[src/rtl/button_conditioner_if.sv]
// Pin-to-core button signal bundle: raw pin in, conditioned level/strobes/counter out.
interface button_conditioner_if #(
   parameter int unsigned COUNT_WIDTH = 8
);
   logic                   BUTTON;
   logic                   LEVEL;
   logic                   PRESS_PULSE;
   logic                   RELEASE_PULSE;
   logic                   LONG_PRESS;
   logic [COUNT_WIDTH-1:0] PRESS_COUNT;

   // master: board/pin side that drives the raw button and consumes the results
   modport master (
      output BUTTON,
      input  LEVEL,
      input  PRESS_PULSE,
      input  RELEASE_PULSE,
      input  LONG_PRESS,
      input  PRESS_COUNT
   );

   // slave: the conditioner itself
   modport slave (
      input  BUTTON,
      output LEVEL,
      output PRESS_PULSE,
      output RELEASE_PULSE,
      output LONG_PRESS,
      output PRESS_COUNT
   );
endinterface

[src/rtl/button_conditioner.sv]
// Synchronises and debounces the raw BUTTON pin; produces a clean level, press/release
// strobes, a long-press flag and a wrapping press counter.
module button_conditioner #(
   parameter int unsigned DEBOUNCE_CYCLES   = 500_000,
   parameter int unsigned LONG_PRESS_CYCLES = 20_000_000,
   parameter int unsigned COUNT_WIDTH       = 8
) (
   input  logic                CLK,
   input  logic                RESET,
   button_conditioner_if.slave btn
);

   localparam int unsigned DB_W   = $clog2(DEBOUNCE_CYCLES + 1);
   localparam int unsigned HOLD_W = $clog2(LONG_PRESS_CYCLES + 1);

   localparam logic [DB_W-1:0]   DB_LAST  = DB_W'(DEBOUNCE_CYCLES - 1);
   localparam logic [HOLD_W-1:0] HOLD_MAX = HOLD_W'(LONG_PRESS_CYCLES);

   typedef enum logic [1:0] {
      RELEASED        = 2'd0,
      CONFIRM_PRESS   = 2'd1,
      PRESSED         = 2'd2,
      CONFIRM_RELEASE = 2'd3
   } state_t;

   state_t                 state_q, state_d;
   logic [DB_W-1:0]        db_cnt_q, db_cnt_d;
   logic                   s1_q, s2_q;
   logic                   accept_press, accept_release;

   logic                   level_q, level_d;
   logic                   press_pulse_q, press_pulse_d;
   logic                   release_pulse_q, release_pulse_d;
   logic                   long_press_q, long_press_d;
   logic [COUNT_WIDTH-1:0] press_count_q, press_count_d;
   logic [HOLD_W-1:0]      hold_cnt_q, hold_cnt_d;

   // Two-flop synchroniser for the asynchronous pin
   always_ff @(posedge CLK or negedge RESET) begin
      if (!RESET) begin
         s1_q <= 1'b0;
         s2_q <= 1'b0;
      end else begin
         s1_q <= btn.BUTTON;
         s2_q <= s1_q;
      end
   end

   // FSM state and debounce counter register
   always_ff @(posedge CLK or negedge RESET) begin
      if (!RESET) begin
         state_q  <= RELEASED;
         db_cnt_q <= '0;
      end else begin
         state_q  <= state_d;
         db_cnt_q <= db_cnt_d;
      end
   end

   // Next-state: any sample disagreeing with the candidate level aborts the confirm phase
   always_comb begin
      state_d        = state_q;
      db_cnt_d       = db_cnt_q;
      accept_press   = 1'b0;
      accept_release = 1'b0;
      case (state_q)
         RELEASED: begin
            if (s2_q) begin
               state_d  = CONFIRM_PRESS;
               db_cnt_d = DB_W'(1);
            end
         end
         CONFIRM_PRESS: begin
            if (!s2_q) begin
               state_d  = RELEASED;
               db_cnt_d = '0;
            end else if (db_cnt_q == DB_LAST) begin
               state_d      = PRESSED;
               db_cnt_d     = '0;
               accept_press = 1'b1;
            end else begin
               db_cnt_d = db_cnt_q + DB_W'(1);
            end
         end
         PRESSED: begin
            if (!s2_q) begin
               state_d  = CONFIRM_RELEASE;
               db_cnt_d = DB_W'(1);
            end
         end
         CONFIRM_RELEASE: begin
            if (s2_q) begin
               state_d  = PRESSED;
               db_cnt_d = '0;
            end else if (db_cnt_q == DB_LAST) begin
               state_d        = RELEASED;
               db_cnt_d       = '0;
               accept_release = 1'b1;
            end else begin
               db_cnt_d = db_cnt_q + DB_W'(1);
            end
         end
         default: begin
            state_d  = RELEASED;
            db_cnt_d = '0;
         end
      endcase
   end

   // Output next-values; release accept overrides any long-press assertion on the same edge
   always_comb begin
      level_d         = level_q;
      press_pulse_d   = accept_press;
      release_pulse_d = accept_release;
      long_press_d    = long_press_q;
      press_count_d   = press_count_q;
      hold_cnt_d      = hold_cnt_q;
      if (accept_press) begin
         level_d       = 1'b1;
         press_count_d = press_count_q + COUNT_WIDTH'(1);
         hold_cnt_d    = '0;
      end else if (level_q && (hold_cnt_q != HOLD_MAX)) begin
         hold_cnt_d = hold_cnt_q + HOLD_W'(1);
         if (hold_cnt_d == HOLD_MAX) begin
            long_press_d = 1'b1;
         end
      end
      if (accept_release) begin
         level_d      = 1'b0;
         long_press_d = 1'b0;
      end
   end

   // Registered outputs
   always_ff @(posedge CLK or negedge RESET) begin
      if (!RESET) begin
         level_q         <= 1'b0;
         press_pulse_q   <= 1'b0;
         release_pulse_q <= 1'b0;
         long_press_q    <= 1'b0;
         press_count_q   <= '0;
         hold_cnt_q      <= '0;
      end else begin
         level_q         <= level_d;
         press_pulse_q   <= press_pulse_d;
         release_pulse_q <= release_pulse_d;
         long_press_q    <= long_press_d;
         press_count_q   <= press_count_d;
         hold_cnt_q      <= hold_cnt_d;
      end
   end

   assign btn.LEVEL         = level_q;
   assign btn.PRESS_PULSE   = press_pulse_q;
   assign btn.RELEASE_PULSE = release_pulse_q;
   assign btn.LONG_PRESS    = long_press_q;
   assign btn.PRESS_COUNT   = press_count_q;

endmodule

[src/flat_wrapper.sv]
// flat-port wrapper written by rule: the top's interface ports become plain ports
module button_conditioner_flat 
#(
   parameter int unsigned DEBOUNCE_CYCLES   = 500_000,
   parameter int unsigned LONG_PRESS_CYCLES = 20_000_000,
   parameter int unsigned COUNT_WIDTH       = 8
)
  (CLK, RESET, btn_BUTTON, btn_LEVEL, btn_PRESS_PULSE, btn_RELEASE_PULSE, btn_LONG_PRESS, btn_PRESS_COUNT);
  button_conditioner_if #(.COUNT_WIDTH(COUNT_WIDTH)) btn_i ();
  input  logic CLK;
  input  logic RESET;
  input wire logic [$bits(btn_i.BUTTON)-1:0] btn_BUTTON;
  output wire logic [$bits(btn_i.LEVEL)-1:0] btn_LEVEL;
  output wire logic [$bits(btn_i.PRESS_PULSE)-1:0] btn_PRESS_PULSE;
  output wire logic [$bits(btn_i.RELEASE_PULSE)-1:0] btn_RELEASE_PULSE;
  output wire logic [$bits(btn_i.LONG_PRESS)-1:0] btn_LONG_PRESS;
  output wire logic [$bits(btn_i.PRESS_COUNT)-1:0] btn_PRESS_COUNT;
  assign btn_i.BUTTON = btn_BUTTON;
  assign btn_LEVEL = btn_i.LEVEL;
  assign btn_PRESS_PULSE = btn_i.PRESS_PULSE;
  assign btn_RELEASE_PULSE = btn_i.RELEASE_PULSE;
  assign btn_LONG_PRESS = btn_i.LONG_PRESS;
  assign btn_PRESS_COUNT = btn_i.PRESS_COUNT;
  button_conditioner #(.DEBOUNCE_CYCLES(DEBOUNCE_CYCLES), .LONG_PRESS_CYCLES(LONG_PRESS_CYCLES), .COUNT_WIDTH(COUNT_WIDTH)) u_core (.CLK(CLK), .RESET(RESET), .btn(btn_i));
endmodule
[config.mk]
export PLATFORM = sky130hd
export DESIGN_NAME = button_conditioner_flat
export DESIGN_NICKNAME = d
export VERILOG_FILES = /design/src/rtl/button_conditioner_if.sv /design/src/rtl/button_conditioner.sv /design/src/flat_wrapper.sv
export SDC_FILE = /design/constraint.sdc
export NUM_CORES = 1
export LEC_CHECK = 0
export ABC_AREA = 1
export CAP_MARGIN = 20
export CORE_MARGIN = 2
export CORE_UTILIZATION = 45
export CTS_CLUSTER_DIAMETER = 200
export DETAILED_ROUTE_END_ITERATION = 12
export PLACE_DENSITY = 0.66
export RECOVER_POWER = 100
export SLEW_MARGIN = 20
export SYNTH_ARGS = -nofsm -noshare
export SYNTH_HDL_FRONTEND = slang
export SYNTH_SLANG_ARGS = --single-unit
[constraint.sdc]
create_clock -name CLK -period 2.4 [get_ports CLK]
set_input_delay 0.48 -clock CLK [delete_from_list [all_inputs] [get_ports CLK]]
set_output_delay 0.48 -clock CLK [all_outputs]
set_load 0.03 [all_outputs]
==> out/metrics.cfg, run 1 <==
[timing]
rsz0062_at_grt = no
finalCriticalPeriod_ns = 2.11
setup_ws_ns = 0.289
tns_ns = 0
slew_violations = 0
setup_violations = 0
fin_skew_ns = 0.00997
timing.slew.headroom_pct = 1.57
max_freq_mhz = 474
finalCritPeriodShare_pct = 88.0
hold_viol = 0
worst_pin_slew_ns = 1.48

[pwr]
p_int_mw = 1.62
power_frac_comb_pct = 11.7
power.share.sequential_pct = 47.3
p_sw_mw = 0.661
power_density_mw_per_mm2 = 572
vdd_drop_max_mv = 0.488
swShare_pct = 29.0
fin_total_pwr_mw = 2.28
p_clk_share_pct = 40.9
p_leak_nw = 1.78

[floorplanning]
num_rows = 32
start_util_pct = 46.0
fp.dieH_um = 92.4
die_area_mm2 = 0.00854
die_width_um = 92.4
ios = 15
core_area_mm2 = 0.00765

[clock_network]
tritoncts = built
cts_buffers = 9
htreeDepth = 3
postCtsSetupBuffers = 0
cts.sinks = 60
ctsHoldBuffers = 0
clkLatencyLatePin_ns = 0.35
ctsResizeCount = 0
clk_pin_slew_worst_paths_ns = 0.08
cts_root_buffer = clkbuf_8
clock_path_buffers = 2

[worst_setup_path]
required_ns = 2.68
worstSetupPathType = reg -> reg
endpoint_kind = flip-flop
r2r-start = u_core.hold_cnt_q[1]
critPathLaunch = u_core.hold_cnt_q[1]
cp-start-kind = flip-flop
cp_max_fo = 7
arrival_ns = 2.39

[layout]
largest_reg_flops = 25
fin_nets = 518
drive_above_1_share_pct = 7.77
nFillCells = 748
largest_register = u_core.hold_cnt_q
areaGrowthSynthToFinish_pct = 13.2
antenna_cells = 0

[grt]
grt_pass1_wl_mm = 13.8
grt_pass1_vias = 2966
track_usage_pct = 20.4
grt_max_degree = 61
gr-total-overflow = 0
antenna_found_initial = 0

[logic_synthesis]
synth_area_leaders = dfrtp_1, nand2_1, inv_1
synthTopCellsByCount = nand2_1, inv_1, dfrtp_1, nor2_1, o21ai_0
seq_area_frac_synth_pct = 42.7
netlist_area_mm2 = 0.00352
synth_edf_count = 0
synth-main-ff-cell = dfrtp_1
yosys_warnings = 0
synthCells = 485
synth.most_common_cell = nand2_1
synthArstFlopShare_pct = 100
ys_ff_latch = 60
netlist.area_leader.share_pct = 42.7
yosysTopAreaCell = dfrtp_1
avgSynthCellArea_um2 = 7.25
synth_cell_type_count = 30
syn_nets = 493

[routing]
routedWlPerCell_um = 12.7
num_vias = 3115
drc = 0
ant_nets = 0
drt_iter0_drc = 217
detailedRoute.firstPassIterationCount = 4
routed_via_density = 5.05
wirelength_mm = 7.86

[hold_path]
min-delay-start = u_core.s1_q
hold_path_class = reg -> reg

[run]
drv_cap = 0

[place]
port_buffers = 14
place_congestion = 0.905
pre_cts_slack_ns = 0.426
dp.final_hpwl_mm = 5.77

[status]
status = completed

stage by stage:
step           instances  cell area (um^2)  util, %  hold WS [ns]
4_1_cts              617              4010     52.4         0.144
3_5_place_dp         601              3810     49.8         0.335
3_3_place_gp         601              3810     49.8         0.338
5_1_grt              617              3980     52.0         0.383
6_report             617              3980     52.0         0.358
2_1_floorplan        485              3520        -         0.184
power by group through the flow:
stage	Sequential [mW]	Combinational, mW	Clock, mW
after floorplan	1.09	0.177	0
after global placement	1.10	0.273	0
after detailed placement	1.10	0.275	0
after CTS	1.08	0.276	0.945
after global routing	1.08	0.309	0.999
final	1.08	0.267	0.931
worst paths after layout:
check	to	slack, ns	depth (start not counted)
setup / recovery	u_core.btn.LONG_PRESS	0.29	13
hold / removal	u_core.s2_q	0.36	0
setup reg to reg	u_core.btn.LONG_PRESS	0.29	13
hold reg to reg	u_core.s2_q	0.36	0
max in group asynchronous	u_core.db_cnt_q[15]	0.95	2
min in group asynchronous	u_core.hold_cnt_q[20]	0.57	2
layer usage:
| layer | wire, um | vias up | global-route usage (%) | share of wire [%] |
|---|---|---|---|---|
| li1 | - | 1605 | - | - |
| met1 | 4080 | 1441 | 29.8 | 52 |
| met2 | 3390 | 61 | 30.2 | 43 |
| met3 | 305 | 8 | 3.99 | 3.9 |
| met4 | 89 | 0 | 7.34 | 1.1 |
| met5 | 0 | - | 0 | 0 |
critical path: stages (launching register included):
cell	delay (ns)
dfrtp_1	0.43
ha_1	0.23
nand3_2	0.11
inv_1	0.23
nand2_2	0.12
nor2_2	0.17
nand2_1	0.06
nand2_1	0.09
nand2_1	0.06
inv_1	0.05
nand2_1	0.06
nor2_1	0.20
nand2_1	0.10
a21oi_2	0.12
logic make-up after synthesis:
logic type,Yosys count,synth area share [%]
and+or+nand+nor,263,32.9
adders and majority gates,5,1.78
xor gates and xnor gates,18,4.48
DFF,60,42.7
buffers and inverters,75,8.15
AOI/OAI and AO/OA,64,10.0
area by class of cell:
type                       instances  area, um^2  area share, %
timing repair buffer              20         178           4.47
tap                              102         128           3.21
inverter                          69         259           6.51
clock buffer                       9         124           3.11
multi-input combinational        350        1710           43.1
sequential                        60        1500           37.7
clock inverter                     7        75.1           1.89
placed cells by master (no fill, tap or decap), types with 2 or more instances in the layout:
master	netlist	routed
nor4_1	2	3
inv_1	67	68
nand2_1	133	133
inv_6	0	2
clkbuf_8	0	9
nor2_4	4	4
nand4_1	10	10
ha_1	5	5
a21oi_1	8	8
o22ai_1	14	14
buf_4	0	5
dfrtp_1	60	60
nor3_1	7	7
clkinv_2	0	2
nand3_1	35	35
dlygate4sd3_1	0	13
nor2_1	57	60
xor2_1	11	11
xnor2_1	7	7
o21ai_0	36	37
nor2_2	6	3
clkinv_4	0	2
nand2_2	4	4
Note: power is estimated with default switching activity, not from simulation.
==> run 2, diff against run 1 <==
--- a/config.mk
+++ b/config.mk
@@ -11,8 +11,10 @@
 export CORE_UTILIZATION = 45
 export CTS_CLUSTER_DIAMETER = 200
 export DETAILED_ROUTE_END_ITERATION = 12
+export GPL_TIMING_DRIVEN = 0
 export PLACE_DENSITY = 0.66
 export RECOVER_POWER = 100
+export REMOVE_ABC_BUFFERS = 1
 export SLEW_MARGIN = 20
 export SYNTH_ARGS = -nofsm -noshare
 export SYNTH_HDL_FRONTEND = slang
==> out/metrics.cfg, run 2 (synthesis results as in run 1) <==
[hold_path]
holdPathStages = 0  ; unchanged
min_to = u_core.s2_q
hold_path_class = reg -> reg
min-delay-start = u_core.s1_q

[clock_network]
cts_root_buffer = clkbuf_8
clk_pin_slew_worst_paths_ns = 0.08  ; about the same
clkLatencyLatePin_ns = 0.34  ; about the same
tritoncts = built
htreeDepth = 3  ; unchanged
cts_buffers = 9  ; unchanged
cts.sinks = 60  ; unchanged
clock_path_buffers = 2  ; unchanged

[timing]
worst_pin_slew_ns = 0.772  ; -0.704 ns
hold_viol = 0  ; unchanged
fin_skew_ns = 0.0147  ; +0.00473 ns
finalCriticalPeriod_ns = 2.13  ; +0.0176 ns
max_freq_mhz = 470  ; -0.82%
slew_violations = 0  ; unchanged
tns_ns = 0  ; unchanged
finalCritPeriodShare_pct = 88.7  ; +0.73 points
setup_violations = 0  ; unchanged
rsz0062_at_grt = no
timing.slew.headroom_pct = 48.5  ; +47 points
hold_ws_ns = 0.352  ; -0.00577 ns

[worst_setup_path]
endpoint_kind = flip-flop
cp-start-kind = flip-flop
r2r_end = u_core.hold_cnt_q[4]
worstSetupPathType = reg -> reg
r2r-start = u_core.hold_cnt_q[0]
path_cells = inv_1 > ha_1 > nand2_1 > inv_1 > nand2_1 > nor2_1 > nand3_1 > nand2_1 > nor2_4 > inv_2 > o21ai_0
crit_path_max_incr_delay_ns = 0.46  ; +0.03 ns
reg2reg_slack_ns = 0.27  ; -0.02 ns
slowest_stage = nor2_4
ff2ff_path_depth = 11  ; -2
critPathMostFrequentCell = nand2_1
required_ns = 2.66  ; -0.02 ns
cp_max_fo = 17  ; +10
arrival_ns = 2.39  ; about the same

[layout]
design_area_mm2 = 0.00399  ; +0.22%
final_common_cell = nand2_1
drive_above_1_share_pct = 7.57  ; -0.19 points
fin_nets = 518  ; unchanged
layout_common_cells = nand2_1, inv_1, dfrtp_1, nor2_1, o21ai_0
antenna_cells = 0  ; unchanged
largest_register = u_core.hold_cnt_q
areaGrowthSynthToFinish_pct = 13.4
largest_reg_flops = 25  ; unchanged
instances_no_fill = 617  ; unchanged

[floorplanning]
ios = 15  ; unchanged
die_area_mm2 = 0.00854  ; unchanged
num_rows = 32  ; unchanged
fp.dieH_um = 92.4  ; unchanged
core_area_mm2 = 0.00765  ; unchanged
start_util_pct = 46.0  ; unchanged
die_width_um = 92.4  ; unchanged

[routing]
ant_nets = 0  ; unchanged
routed_via_density = 5.08  ; +0.64%
num_vias = 3135  ; +0.64%
detailedRoute.firstPassIterationCount = 4  ; unchanged
drt_iter0_drc = 150  ; -31%
routedWlPerCell_um = 13.0  ; +1.7%
drc = 0  ; unchanged
wirelength_mm = 8.00  ; +1.7%

[place]
dpl_cell_area_mm2 = 0.00378  ; -0.72%
port_buffers = 14  ; unchanged
dp.final_hpwl_mm = 5.74  ; -0.48%
dp.cells = 596  ; -0.83%
place_congestion = 0.898  ; -0.73%

[pwr]
fin_total_pwr_mw = 2.24  ; -1.4%
vdd_drop_max_mv = 0.317  ; -35%
p_leak_nw = 1.76  ; -1.1%
power_density_mw_per_mm2 = 563  ; -1.6%

[grt]
grt_pass1_wl_mm = 13.4  ; -2.9%
track_usage_pct = 19.8  ; -0.66 points
gr-total-overflow = 0  ; unchanged
grt_pass1_vias = 2925  ; -1.4%
antenna_found_initial = 0  ; unchanged
grt_max_degree = 48  ; -21%

[run]
drv_cap = 0  ; unchanged

[status]
status = completed

run 2: changes by cell type in the layout (fill, tap and decap cells not counted), sizes merged:
cell         change
inv              -2
clkinv           -2
dlygate4sd3      +1
clkbuf           +4
clkinvlp         +2
buf              -3
run 2: where the power goes:
part	internal, mW	switching, mW	total (mW)
clock network	0.484	0.430	0.914
logic	0.0655	0.184	0.249
registers	1.05	0.0318	1.08
run 2: worst max-delay path by stage:
stage                               startpoint                         to  slack, ns  depth (start not counted)
after floorplan             u_core.db_cnt_q[0]      u_core.hold_cnt_q[10]       0.46                          8
after CTS                   u_core.db_cnt_q[0]  u_core.btn.PRESS_COUNT[6]       0.03                          9
final                     u_core.hold_cnt_q[0]       u_core.hold_cnt_q[4]       0.27                         11
after global placement                   RESET  u_core.btn.PRESS_COUNT[7]      -1.23                          1
after detailed placement    u_core.db_cnt_q[0]       u_core.hold_cnt_q[4]      -0.28                          8
after global routing      u_core.hold_cnt_q[1]      u_core.btn.LONG_PRESS       0.04                         13
run 2: per-layer routing:
metal  routed length (um)  vias up  GRT usage [%]
li1                     -     1600              -
met1                 3910     1475           26.6
met2                 3710       49           31.5
met3                  239       11           4.15
met4                  143        0           7.34
met5                    0        -              0
run 2: layout make-up:
class,count,area [um^2]
well taps,102,128
multi-input cells,350,1720
inverters,69,259
flip-flops and latches,60,1500
repair buffers,20,181
clock inverters,5,62.6
fillers,736,3660
clock buffers,11,131
run 2: stage by stage:
step | util [%] | worst slack (ns)
2_1_floorplan | - | 0.461
3_3_place_gp | 49.1 | -1.23
3_5_place_dp | 49.4 | -0.284
4_1_cts | 52.2 | 0.0270
5_1_grt | 52.1 | 0.0429
6_report | 52.1 | 0.271
run 2: what timing repair did:
action / in CTS / in global routing
hold endpoints to repair: 13 / 0
resized for setup: 3 / 1
endpoints found under the setup margin: 24 / 28
hold buffers: 1 / 0
pin swaps: 1 / 1
setup buffers: 0 / 4
run 2: worst max-delay path, delay by kind of cell, from the launching register on:
| family | cells | cell delay (ns) |
|---|---|---|
| buffers and inverters | 3 | 0.35 |
| DFF | 1 | 0.39 |
| and+or+nand+nor | 6 | 0.88 |
| AOI/OAI and AO/OA | 1 | 0.22 |
| adders and majority gates | 1 | 0.21 |
